## src/rtl/seg_scan_ctrl.sv

```systemverilog
// seg_scan_ctrl
//   Time-multiplexing scan controller for four common-anode seven-segment
//   displays. It walks a digit index 0..3, presents it to an external 4:1
//   pattern MUX, and samples the pattern at the end of a blanking gap. It
//   then lights that digit's anode for a fixed dwell. All outputs are
//   registered.
//
// Ports
//   clk        in   system clock, rising edge
//   reset      in   synchronous, active-high reset
//   enable     in   scan enable; low forces the display dark
//   digit_en   in   [3:0] per-digit enable mask, bit i = display i
//   mux_y      in   [6:0] pattern from the 4:1 MUX for mux_sel (active-low)
//   mux_sel    out  [1:0] select to the 4:1 MUX (current digit index)
//   seg        out  [6:0] segment drive, active-low
//   an         out  [3:0] anode drive, active-low one-hot
//   frame_tick out  one-cycle pulse at the start of each new frame
module seg_scan_ctrl #(
  parameter int DWELL_CYCLES = 50000,
  parameter int BLANK_CYCLES = 500
) (
  input  logic       clk,
  input  logic       reset,
  input  logic       enable,
  input  logic [3:0] digit_en,
  input  logic [6:0] mux_y,
  output logic [1:0] mux_sel,
  output logic [6:0] seg,
  output logic [3:0] an,
  output logic       frame_tick
);

  localparam int MAX_CYCLES = (DWELL_CYCLES > BLANK_CYCLES) ? DWELL_CYCLES : BLANK_CYCLES;
  localparam int CW         = $clog2(MAX_CYCLES + 1);
  localparam logic [CW-1:0] BLANK_LAST = CW'(BLANK_CYCLES - 1);
  localparam logic [CW-1:0] DWELL_LAST = CW'(DWELL_CYCLES - 1);

  localparam logic [6:0] SEG_OFF = 7'b111_1111;
  localparam logic [3:0] AN_OFF  = 4'b1111;

  typedef enum logic [1:0] {
    IDLE  = 2'd0,
    BLANK = 2'd1,
    SHOW  = 2'd2
  } state_t;

  state_t        state_q, state_d;
  logic [1:0]    digit_q, digit_d;
  logic [CW-1:0] cnt_q,   cnt_d;
  logic [6:0]    seg_q,   seg_d;
  logic [3:0]    an_q,    an_d;
  logic          tick_q,  tick_d;

  always_ff @(posedge clk) begin
    if (reset) begin
      state_q <= IDLE;
      digit_q <= 2'd0;
      cnt_q   <= '0;
      seg_q   <= SEG_OFF;
      an_q    <= AN_OFF;
      tick_q  <= 1'b0;
    end else begin
      state_q <= state_d;
      digit_q <= digit_d;
      cnt_q   <= cnt_d;
      seg_q   <= seg_d;
      an_q    <= an_d;
      tick_q  <= tick_d;
    end
  end

  // Output registers are loaded with the values belonging to the state being
  // entered, so seg/an/mux_sel always line up with the registered state.
  always_comb begin
    state_d = state_q;
    digit_d = digit_q;
    cnt_d   = cnt_q;
    seg_d   = seg_q;
    an_d    = an_q;
    tick_d  = 1'b0;

    unique case (state_q)
      IDLE: begin
        digit_d = 2'd0;
        cnt_d   = '0;
        seg_d   = SEG_OFF;
        an_d    = AN_OFF;
        if (enable) begin
          state_d = BLANK;
        end
      end

      BLANK: begin
        if (!enable) begin
          state_d = IDLE;
          digit_d = 2'd0;
          cnt_d   = '0;
          seg_d   = SEG_OFF;
          an_d    = AN_OFF;
        end else if (cnt_q == BLANK_LAST) begin
          // The blanking gap doubles as MUX settling time: mux_sel has
          // been stable for the whole gap, so mux_y is sampled here and
          // held for the entire dwell. The mask bit is sampled likewise.
          state_d = SHOW;
          cnt_d   = '0;
          seg_d   = mux_y;
          an_d    = digit_en[digit_q] ? ~(4'b0001 << digit_q) : AN_OFF;
        end else begin
          cnt_d = cnt_q + CW'(1);
        end
      end

      SHOW: begin
        if (!enable) begin
          state_d = IDLE;
          digit_d = 2'd0;
          cnt_d   = '0;
          seg_d   = SEG_OFF;
          an_d    = AN_OFF;
        end else if (cnt_q == DWELL_LAST) begin
          state_d = BLANK;
          digit_d = digit_q + 2'd1;
          cnt_d   = '0;
          seg_d   = SEG_OFF;
          an_d    = AN_OFF;
          // Only the wrap from digit 3 marks a completed frame; entry
          // from IDLE never passes through here.
          tick_d  = (digit_q == 2'd3);
        end else begin
          cnt_d = cnt_q + CW'(1);
        end
      end

      default: begin
        state_d = IDLE;
        digit_d = 2'd0;
        cnt_d   = '0;
        seg_d   = SEG_OFF;
        an_d    = AN_OFF;
      end
    endcase
  end

  assign mux_sel    = digit_q;
  assign seg        = seg_q;
  assign an         = an_q;
  assign frame_tick = tick_q;

endmodule

```

## config.mk

```make
export PLATFORM = sky130hd
export DESIGN_NAME = seg_scan_ctrl
export DESIGN_NICKNAME = d
export VERILOG_FILES = /design/src/rtl/seg_scan_ctrl.sv
export SDC_FILE = /design/constraint.sdc
export NUM_CORES = 1
export LEC_CHECK = 0
export ABC_CLOCK_PERIOD_IN_PS = 4800
export BUFFER_PORTS_ARGS = -buffer_cell sky130_fd_sc_hd__buf_4
export CORE_MARGIN = 4
export CORE_UTILIZATION = 40
export DETAILED_ROUTE_END_ITERATION = 7
export MAX_ROUTING_LAYER = met4
export PLACE_DENSITY = 0.71
export SYNTH_ARGS = -nofsm -noshare
export SYNTH_HDL_FRONTEND = slang
export SYNTH_SLANG_ARGS = --single-unit
```

## constraint.sdc

```tcl
create_clock -name clk -period 4.8 [get_ports clk]
set_clock_uncertainty 0.1 [all_clocks]
set_input_delay 1.44 -clock clk [delete_from_list [all_inputs] [get_ports clk]]
set_output_delay 1.44 -clock clk [all_outputs]
set_load 0.1 [all_outputs]
```

==> results of run 1 <==
==> flip-flops by register name, summed over array words and instances, names as in the netlist <==
name	flops
mux_sel	2
an	4
cnt_q	16
frame_tick	1
seg	7
state_q	2
==> worst min path at each step <==
| stage | from | to | slack, ns | cells after the start |
|---|---|---|---|---|
| after floorplan | cnt_q[0]$_SDFF_PP0_ | cnt_q[0]$_SDFF_PP0_ | 0.33 | 1 |
| after global routing | cnt_q[0]$_SDFF_PP0_ | cnt_q[0]$_SDFF_PP0_ | 0.42 | 1 |
| after global placement | cnt_q[0]$_SDFF_PP0_ | cnt_q[0]$_SDFF_PP0_ | 0.36 | 1 |
| final | cnt_q[0]$_SDFF_PP0_ | cnt_q[0]$_SDFF_PP0_ | 0.37 | 1 |
| after detailed placement | cnt_q[0]$_SDFF_PP0_ | cnt_q[0]$_SDFF_PP0_ | 0.35 | 1 |
| after CTS | cnt_q[0]$_SDFF_PP0_ | cnt_q[0]$_SDFF_PP0_ | 0.37 | 1 |
==> cell families (layout without fill, tap and decap cells) <==
logic type      Yosys count  in the layout  synth area share, %
xor+xnor                 12             12                 6.42
simple gates             81             81                 26.6
mux                       9              9                 6.35
compound gates           19             19                 10.7
flops                    32             32                 39.1
fa+ha+maj                 9              9                 6.88
buf+inv                  14             41                 3.90
==> metal layers <==
| metal | wire (um) | track usage [%] | vias to the layer above |
|---|---|---|---|
| met5 | 0 | - | - |
| met4 | 74 | 6.89 | 0 |
| met3 | 97 | 3.32 | 7 |
| met2 | 1510 | 21.1 | 18 |
| met1 | 1710 | 19.8 | 630 |
| li1 | - | - | 694 |
==> Yosys cell counts, drive strengths merged (2+ instances only) <==
| master | number |
|---|---|
| or3 | 2 |
| a22oi | 3 |
| ha | 9 |
| nor3b | 2 |
| nand3b | 2 |
| xnor2 | 11 |
| and2 | 2 |
| nand3 | 4 |
| mux2i | 7 |
| clkbuf | 5 |
| inv | 6 |
| nor3 | 25 |
| a211oi | 2 |
| buf | 3 |
| o32ai | 2 |
| and3 | 2 |
| dfxtp | 32 |
| or4 | 5 |
| nand2 | 9 |
| nor2 | 14 |
| nand2b | 3 |
| nand4 | 5 |
| nor4 | 4 |
| o21ai | 3 |
==> metrics by stage <==
step / power [mW] / worst slack [ns]
global placement: 0.322 / 1.83
floorplan: 0.308 / 2.14
CTS: 0.575 / 2.10
detailed placement: 0.323 / 1.80
global route: 0.592 / 1.94
finish: 0.567 / 2.10
==> cell type report <==
cell class                 instances  area share [%]
sequential                        32            32.6
timing repair buffer              27            10.3
inverter                           6            1.15
clock buffer                       6            3.69
multi-input combinational        130            47.4
tap                               48            3.06
clock inverter                     2            1.78
==> power groups by stage <==
stage | logic [mW] | registers [mW] | clock network (mW)
2_1_floorplan | 0.0236 | 0.285 | 0
3_3_place_gp | 0.0465 | 0.275 | 0
3_5_place_dp | 0.0474 | 0.275 | 0
4_1_cts | 0.0474 | 0.269 | 0.259
5_1_grt | 0.0512 | 0.269 | 0.271
6_report | 0.0469 | 0.269 | 0.251
==> flow_summary.json, run 1 <==
{
  "drt-initial-drc-count": 109,
  "p_switching_mw": 0.129,
  "p_per_area_nw_per_um2": 289,
  "multiInputGateArea_um2": 932,
  "cts-resized-gates": 0,
  "cp_slowest_stage_delay_ns": 0.71,
  "min_period_ns": 2.70,
  "irDropWorstVdd_v": 0.000152,
  "finalHoldViolCount": 0,
  "clockPowerShare_pct": 44.3,
  "tightest_slew_ns": 0.794,
  "numPortBuffers": 27,
  "gp_congestion": 0.770,
  "power_frac_comb_pct": 8.3,
  "max_cap_viol_count": 0,
  "routedWlPerCell_um": 13.5,
  "synthFlopType": "dfxtp_1",
  "fin_tns_setup_ns": 0,
  "rsz0062_at_grt": "no",
  "ios": 28,
  "cts-root-buf": "clkbuf_8",
  "crit_path_start_kind": "input port",
  "hpwl_um": 2470,
  "synthArstFlopShare_pct": 0,
  "post-route-cell-area_um2": 1970,
  "cp_max_fo": 23,
  "end_kind": "flip-flop",
  "wirelength_um": 3390,
  "grt_pass1_wl_um": 5830,
  "min_path_type": "reg -> reg",
  "final_cell_count_no_fill": 251,
  "cts_tree": "yes",
  "timing.fmax_mhz": 370,
  "fillCellCount": 343,
  "maxSlewViolCount": 0,
  "required_ns": 4.92,
  "initial_core_util_pct": 43.1,
  "antenna_left": 0,
  "syn_avg_cell_area_um2": 9.30,
  "mostFrequentLayoutCell": "dfxtp_1",
  "die_h_um": 72.0,
  "timing.final.crit_share_pct": 56.3,
  "drive_above_1_share_pct": 19.2,
  "grt_pass1_vias": 1219,
  "fin_nets": 225,
  "cts_buffers": 5,
  "worstSetupPathType": "in -> reg",
  "cts.sinks": 32,
  "p_seq_share_pct": 47.5,
  "drc": 0,
  "cp-endpoint": "seg[4]$_SDFFE_PP1P_",
  "p_leak_nw": 0.714,
  "area_growth_syn_to_layout_pct": 20.1,
  "global_route.usage.total_pct": 14.8,
  "vias_per_cell": 5.37,
  "max_slew_margin_pct": 46.6,
  "synth_warnings": 0,
  "ys_seq_elements": 32,
  "crit_arrival_ns": 2.82,
  "syn-cell-area_um2": 1640,
  "crit_cells": 5,
  "p_int_mw": 0.438,
  "hold_buffers": 0,
  "htree_num_levels": 2,
  "grt_max_degree": 29,
  "worstPathCellList": "buf_4 > and2_1 > o41ai_1 > a21boi_4 > mux2i_1",
  "crit_slowest_cell": "a21boi_4",
  "clock_latency_ns": 0.28,
  "hold-worst-slack_ns": 0.367,
  "worst-r2r-cell-count": 4,
  "ctsLongestPathBuffers": 2,
  "vias": 1349,
  "yosys-top-cells-area": "dfxtp_1, nor3_1, ha_1",
  "die-area_um2": 5180,
  "synthesis.instances": 176,
  "num_rows": 22,
  "cts.reportedPaths.clkPinSlew_ns": 0.07,
  "regArea_um2": 641,
  "r2r-start": "cnt_q[2]$_SDFF_PP0_",
  "worstReg2RegEnd": "seg[4]$_SDFFE_PP1P_",
  "crit_start": "enable",
  "antenna_found_initial": 0,
  "p_sw_share_pct": 22.7,
  "synth_area_leader_cell": "dfxtp_1",
  "status": "complete, no violations",
  "dpl.cell_count": 243,
  "die_w_um": 72.0,
  "crit_family": "compound AO/OA/AOI/OAI gates",
  "synth_nets": 199,
  "dr.pass1.iters": 4,
  "cts_setup_buffers": 0,
  "grt-ovfl-total": 0,
  "synth_edf_count": 0,
  "yosysUniqueCellTypes": 42,
  "final_cell_mix": "dfxtp_1, buf_4, nor3_1",
  "synth_top_area_share_pct": 39.1,
  "cp.buffers_inverters": 1,
  "final_util_pct": 51.7,
  "place_area_um2": 1860,
  "finalSetupViolCount": 0,
  "r2r_slack_ns": 2.17,
  "ys_seq_area_share_pct": 39.1,
  "diodes": 0,
  "core_area_um2": 3800
}
Note: power is estimated with default switching activity, not from simulation.
==> inputs of run 2 (changes only) <==
ABC_AREA = 1   (was unset)
ABC_CLOCK_PERIOD_IN_PS = 2400   (was 4800)
PLACE_DENSITY = 0.73   (was 0.71)
clock period = 2.4 ns   (was 4.8 ns; I/O delays follow)
==> run 2 against run 1 <==
Against the previous run: power grew to 3.4 times the previous value; clock power grew 70%; critical path depth shrank 4; first-iteration DRC count shrank 31%; sequential cell count is the same; clock-buffer cell count is the same; worst setup slack lost 1.6 ns; non-clock buffer count grew 1; via count grew 1.8%; area after synthesis grew 0.54%; critical path type is now reg -> out; largest cell class unchanged; largest power group is now combinational cells; highest routed layer unchanged.
==> flow_summary.json, run 2 <==
{
  "max_slew_margin_pct": 76.7,
  "gp_congestion": 0.784,
  "clock_latency_ns": 0.28,
  "p_leak_nw": 0.832,
  "cts_tree": "yes",
  "yosysUniqueCellTypes": 26,
  "ys_seq_elements": 32,
  "cp_slowest_stage_delay_ns": 0.44,
  "core_area_um2": 4000,
  "yosys-top-cells-area": "dfxtp_1, nand2_1, nor2_1",
  "synthArstFlopShare_pct": 0,
  "syn_avg_cell_area_um2": 7.65,
  "status": "complete, no violations",
  "irDropWorstVdd_v": 0.000409,
  "routedWlPerCell_um": 10.4,
  "required_ns": 1.58,
  "mostFrequentLayoutCell": "nand2_1",
  "max_cap_viol_count": 0,
  "timing.fmax_mhz": 532,
  "vias_per_cell": 4.64,
  "power_frac_comb_pct": 44.0,
  "highest_layer": "met4",
  "synth_area_leader_cell": "dfxtp_1",
  "crit_arrival_ns": 1.06,
  "synthFlopType": "dfxtp_1",
  "die_w_um": 72.1,
  "worstPathCellList": "buf_4",
  "finalSetupViolCount": 0,
  "cts_buffers": 5,
  "grt_pass1_vias": 1266,
  "regMostFlops": "cnt_q",
  "cp.buffers_inverters": 1,
  "hold_buffers": 0,
  "dr.pass1.iters": 4,
  "clockPowerShare_pct": 22.1,
  "synth_warnings": 0,
  "end_kind": "output pin",
  "wl_met1_um": 1500,
  "antenna_found_initial": 0,
  "synth_commonest_cells": "nand2_1, dfxtp_1, nor2_1",
  "p_int_mw": 1.03,
  "diodes": 0,
  "ctsLongestPathBuffers": 2,
  "grt_pass1_wl_um": 5360,
  "regArea_um2": 641,
  "multiInputGateArea_um2": 865,
  "ys_seq_area_share_pct": 38.9,
  "post-route-cell-area_um2": 1960,
  "timing.final.crit_share_pct": 78.3,
  "global_route.usage.total_pct": 13.5,
  "antenna_left": 0,
  "ios": 28,
  "fin_tns_setup_ns": 0,
  "die-area_um2": 5200,
  "wirelength_um": 3090,
  "rsz0062_at_grt": "no",
  "grt-ovfl-total": 0,
  "initial_core_util_pct": 41.1,
  "crit_path_start_kind": "flip-flop",
  "htree_num_levels": 2,
  "cts.reportedPaths.clkPinSlew_ns": 0.07,
  "numPortBuffers": 27,
  "synth_edf_count": 0,
  "synthesis.instances": 215,
  "tightest_slew_ns": 0.347,
  "cp_max_fo": 7,
  "hpwl_um": 2320,
  "dr_wl_met3_um": 84,
  "synth_nets": 238,
  "place_area_um2": 1870,
  "min_path_type": "reg -> reg",
  "crit_slowest_cell": "dfxtp_1",
  "synth_top_area_share_pct": 38.9,
  "cts_setup_buffers": 0,
  "drive_above_1_share_pct": 23.2,
  "die_h_um": 72.1,
  "p_per_area_nw_per_um2": 982,
  "worstSetupPathType": "reg -> out",
  "num_rows": 23,
  "cts-resized-gates": 0,
  "largest_register_ffs": 16,
  "p_switching_mw": 0.895,
  "syn-cell-area_um2": 1650,
  "drt-initial-drc-count": 75,
  "vias": 1373,
  "area_growth_syn_to_layout_pct": 19.4,
  "grt_max_degree": 17,
  "crit_family": "flip-flops",
  "finalHoldViolCount": 0,
  "fillCellCount": 409,
  "p_sw_share_pct": 46.4,
  "synth.most_common_cell": "nand2_1",
  "cts-root-buf": "clkbuf_8",
  "maxSlewViolCount": 0,
  "min_period_ns": 1.88,
  "routed-wl-met2_um": 1440,
  "final_cell_mix": "nand2_1, nor2_1, dfxtp_1",
  "fin_nets": 268,
  "p_seq_share_pct": 33.9,
  "drc": 0,
  "cts.sinks": 32
}
run 2: stage by stage:
| stage | util (%) | setup slack, ns | cells | total power [mW] | hold WS (ns) |
|---|---|---|---|---|---|
| 2_1_floorplan | - | 0.347 | 215 | 1.38 | 0.317 |
| 3_3_place_gp | 46.8 | 0.532 | 288 | 1.51 | 0.329 |
| 3_5_place_dp | 46.8 | 0.476 | 288 | 1.52 | 0.343 |
| 4_1_cts | 49.1 | 0.502 | 296 | 1.95 | 0.354 |
| 5_1_grt | 49.1 | 0.452 | 296 | 2.04 | 0.372 |
| 6_report | 49.1 | 0.520 | 296 | 1.93 | 0.351 |
run 2: worst paths after layout:
path                                              start                  end  slack [ns]  cells after the start
worst max-delay path            mux_sel[0]$_SDFFE_PP0P_           mux_sel[0]        0.52                      1
worst min-delay path                cnt_q[0]$_SDFF_PP0_  cnt_q[0]$_SDFF_PP0_        0.35                      1
worst max register to register      cnt_q[0]$_SDFF_PP0_  seg[0]$_SDFFE_PP1P_        0.66                      9
worst min register to register      cnt_q[0]$_SDFF_PP0_  cnt_q[0]$_SDFF_PP0_        0.35                      1
run 2: metal layers:
layer | vias to the layer above | global-route usage, %
li1 | 736 | -
met2 | 18 | 19.8
met1 | 614 | 17.0
met4 | 0 | 8.14
met5 | - | -
met3 | 5 | 2.49
run 2: final cells by class:
class / instances / area share [%]
inverter: 25 / 4.78
clock buffer: 6 / 4.20
multi-input combinational: 153 / 44.0
tap: 50 / 3.18
timing repair buffer: 28 / 10.7
sequential: 32 / 32.6
clock inverter: 2 / 0.510
run 2: power groups by stage:
stage / registers (mW) / clock network, mW / logic [mW]
2_1_floorplan: 1.04 / 0 / 0.335
3_3_place_gp: 0.664 / 0 / 0.848
3_5_place_dp: 0.666 / 0 / 0.853
4_1_cts: 0.655 / 0.442 / 0.855
5_1_grt: 0.666 / 0.464 / 0.909
6_report: 0.654 / 0.426 / 0.850
run 2: cells by family after synthesis:
| logic type | Yosys count | share of synthesized area [%] |
|---|---|---|
| and+or+nand+nor | 109 | 30.6 |
| DFF | 32 | 38.9 |
| buffers and inverters | 30 | 8.52 |
| AOI/OAI and AO/OA | 22 | 8.14 |
| xor gates and xnor gates | 13 | 6.92 |
| adders and majority gates | 9 | 6.84 |
==> inputs of run 3 (changes only) <==
ABC_CLOCK_PERIOD_IN_PS = 1900   (was 2400)
PLACE_DENSITY = 0.71   (was 0.73)
clock period = 1.9 ns   (was 2.4 ns; I/O delays follow)
==> run 3 against run 2 <==
Against the previous run: wire length is 0.19% lower; worst hold slack better by 0.00076 ns; sequential cell count stayed put; clock power is 24% higher; cell count is 0.34% higher; combinational power is 27% higher; global-route usage is 0.13 points lower; first-iteration DRC count is 5.3% lower; largest cell class unchanged; highest routed layer unchanged.
==> flow_summary.json, run 3 (synthesis gave the netlist of run 2 again) <==
{
  "p_int_mw": 1.32,
  "timing.final.crit_share_pct": 90.3,
  "cts_setup_buffers": 0,
  "area_growth_syn_to_layout_pct": 19.8,
  "grtUsageMet2_pct": 19.4,
  "met1_usage_pct": 17.1,
  "cts-root-buf": "clkbuf_8",
  "die_h_um": 72.1,
  "p_sw_share_pct": 45.8,
  "tightest_slew_ns": 0.310,
  "cp_max_fo": 13,
  "final_cell_mix": "nand2_1, nor2_1, dfxtp_1",
  "end_kind": "flip-flop",
  "finalSetupViolCount": 0,
  "die_w_um": 72.1,
  "gp_congestion": 0.842,
  "regMostFlops": "cnt_q",
  "ctsLongestPathBuffers": 2,
  "busiest_layer": "met2",
  "drive_above_1_share_pct": 23.5,
  "max_cap_viol_count": 0,
  "htree_num_levels": 2,
  "cts_tree": "yes",
  "post-route-cell-area_um2": 1970,
  "cts_buffers": 5,
  "mostFrequentLayoutCell": "nand2_1",
  "global_route.usage.total_pct": 13.3,
  "cts.sinks": 32,
  "grt_pass1_wl_um": 5350,
  "finalHoldViolCount": 0,
  "dpl.cell_count": 289,
  "required_ns": 2.02,
  "p_switching_mw": 1.11,
  "p_per_area_nw_per_um2": 1230,
  "maxSlewViolCount": 0,
  "p_leak_nw": 0.832,
  "fin_nets": 269,
  "final_cell_count_no_fill": 297,
  "setup_ws_ns": 0.183,
  "clock_latency_ns": 0.28,
  "p_seq_share_pct": 34.1,
  "min_path_type": "reg -> reg",
  "die-area_um2": 5200,
  "core_area_um2": 4000,
  "routedWlPerCell_um": 10.4,
  "grt_pass1_vias": 1237,
  "antenna_left": 0,
  "hold_buffers": 0,
  "status": "complete, no violations",
  "power_frac_comb_pct": 44.2,
  "cts-resized-gates": 0,
  "numPortBuffers": 27,
  "drc": 0,
  "dr.pass1.iters": 4,
  "antenna_found_initial": 0,
  "crit_path_start_kind": "flip-flop",
  "hpwl_um": 2350,
  "drt-initial-drc-count": 71,
  "ios": 28,
  "grt_max_degree": 17,
  "largest_register_ffs": 16,
  "post-place-ws_ns": 0.193,
  "grt-ovfl-total": 0,
  "wirelength_um": 3090,
  "diodes": 0,
  "rsz0062_at_grt": "no",
  "max_slew_margin_pct": 79.1,
  "met3_usage_pct": 4.16,
  "initial_core_util_pct": 41.1,
  "irDropWorstVdd_v": 0.000571,
  "worstSetupPathType": "reg -> reg",
  "vias_per_cell": 4.61,
  "num_rows": 23,
  "place_area_um2": 1880,
  "crit_arrival_ns": 1.84,
  "min_period_ns": 1.72,
  "cts.reportedPaths.clkPinSlew_ns": 0.06,
  "fin_tns_setup_ns": 0,
  "clockPowerShare_pct": 21.7,
  "timing.fmax_mhz": 583,
  "vias": 1370
}
-- run 3: cell count changes in the layout (fill, tap and decap cells not counted), sizes merged --
cell	previous run	this run
clkinv	2	0
clkbuf	6	8
buf	28	29
-- run 3: worst max-delay path, cell delays in order, from the launching register on --
cell	delay [ns]
dfxtp_1	0.35
ha_1	0.23
nand3_2	0.15
nor2_2	0.14
nand2_2	0.08
nand2_4	0.10
nand2_4	0.14
inv_2	0.18
o21ai_0	0.11
nand2_1	0.07
-- run 3: final timing paths --
kind / slack (ns) / startpoint / to / cells past startpoint
hold reg to reg: 0.35 / cnt_q[0]$_SDFF_PP0_ / cnt_q[0]$_SDFF_PP0_ / 1
setup / recovery: 0.18 / cnt_q[0]$_SDFF_PP0_ / seg[0]$_SDFFE_PP1P_ / 9
setup reg to reg: 0.18 / cnt_q[0]$_SDFF_PP0_ / seg[0]$_SDFFE_PP1P_ / 9
hold / removal: 0.35 / cnt_q[0]$_SDFF_PP0_ / cnt_q[0]$_SDFF_PP0_ / 1
-- run 3: per-stage QoR --
step	hold WS (ns)	total power, mW	util, %
after global placement	0.329	1.92	47.0
after floorplan	0.317	1.74	-
after detailed placement	0.339	1.92	47.0
after CTS	0.350	2.46	49.3
after global routing	0.383	2.57	49.3
final	0.352	2.43	49.3
-- run 3: final cells by class --
type / instances / area [um^2]
Multi-Input combinational cell: 153 / 865
Fill cell: 415 / 2030
Inverter: 25 / 93.8
Timing Repair Buffer: 29 / 218
Clock buffer: 8 / 90.1
Sequential cell: 32 / 643
Tap cell: 50 / 62.6
-- run 3: power by group through the flow --
stage / Combinational (mW) / Sequential [mW] / Clock, mW
floorplan: 0.423 / 1.32 / 0
global placement: 1.08 / 0.841 / 0
detailed placement: 1.08 / 0.844 / 0
CTS: 1.08 / 0.831 / 0.549
global route: 1.16 / 0.841 / 0.575
finish: 1.08 / 0.830 / 0.528
-- run 3: routing by layer --
metal | wire [um] | vias up
li1 | - | 739
met1 | 1490 | 601
met2 | 1390 | 26
met3 | 168 | 4
met4 | 40 | 0
met5 | 0 | -
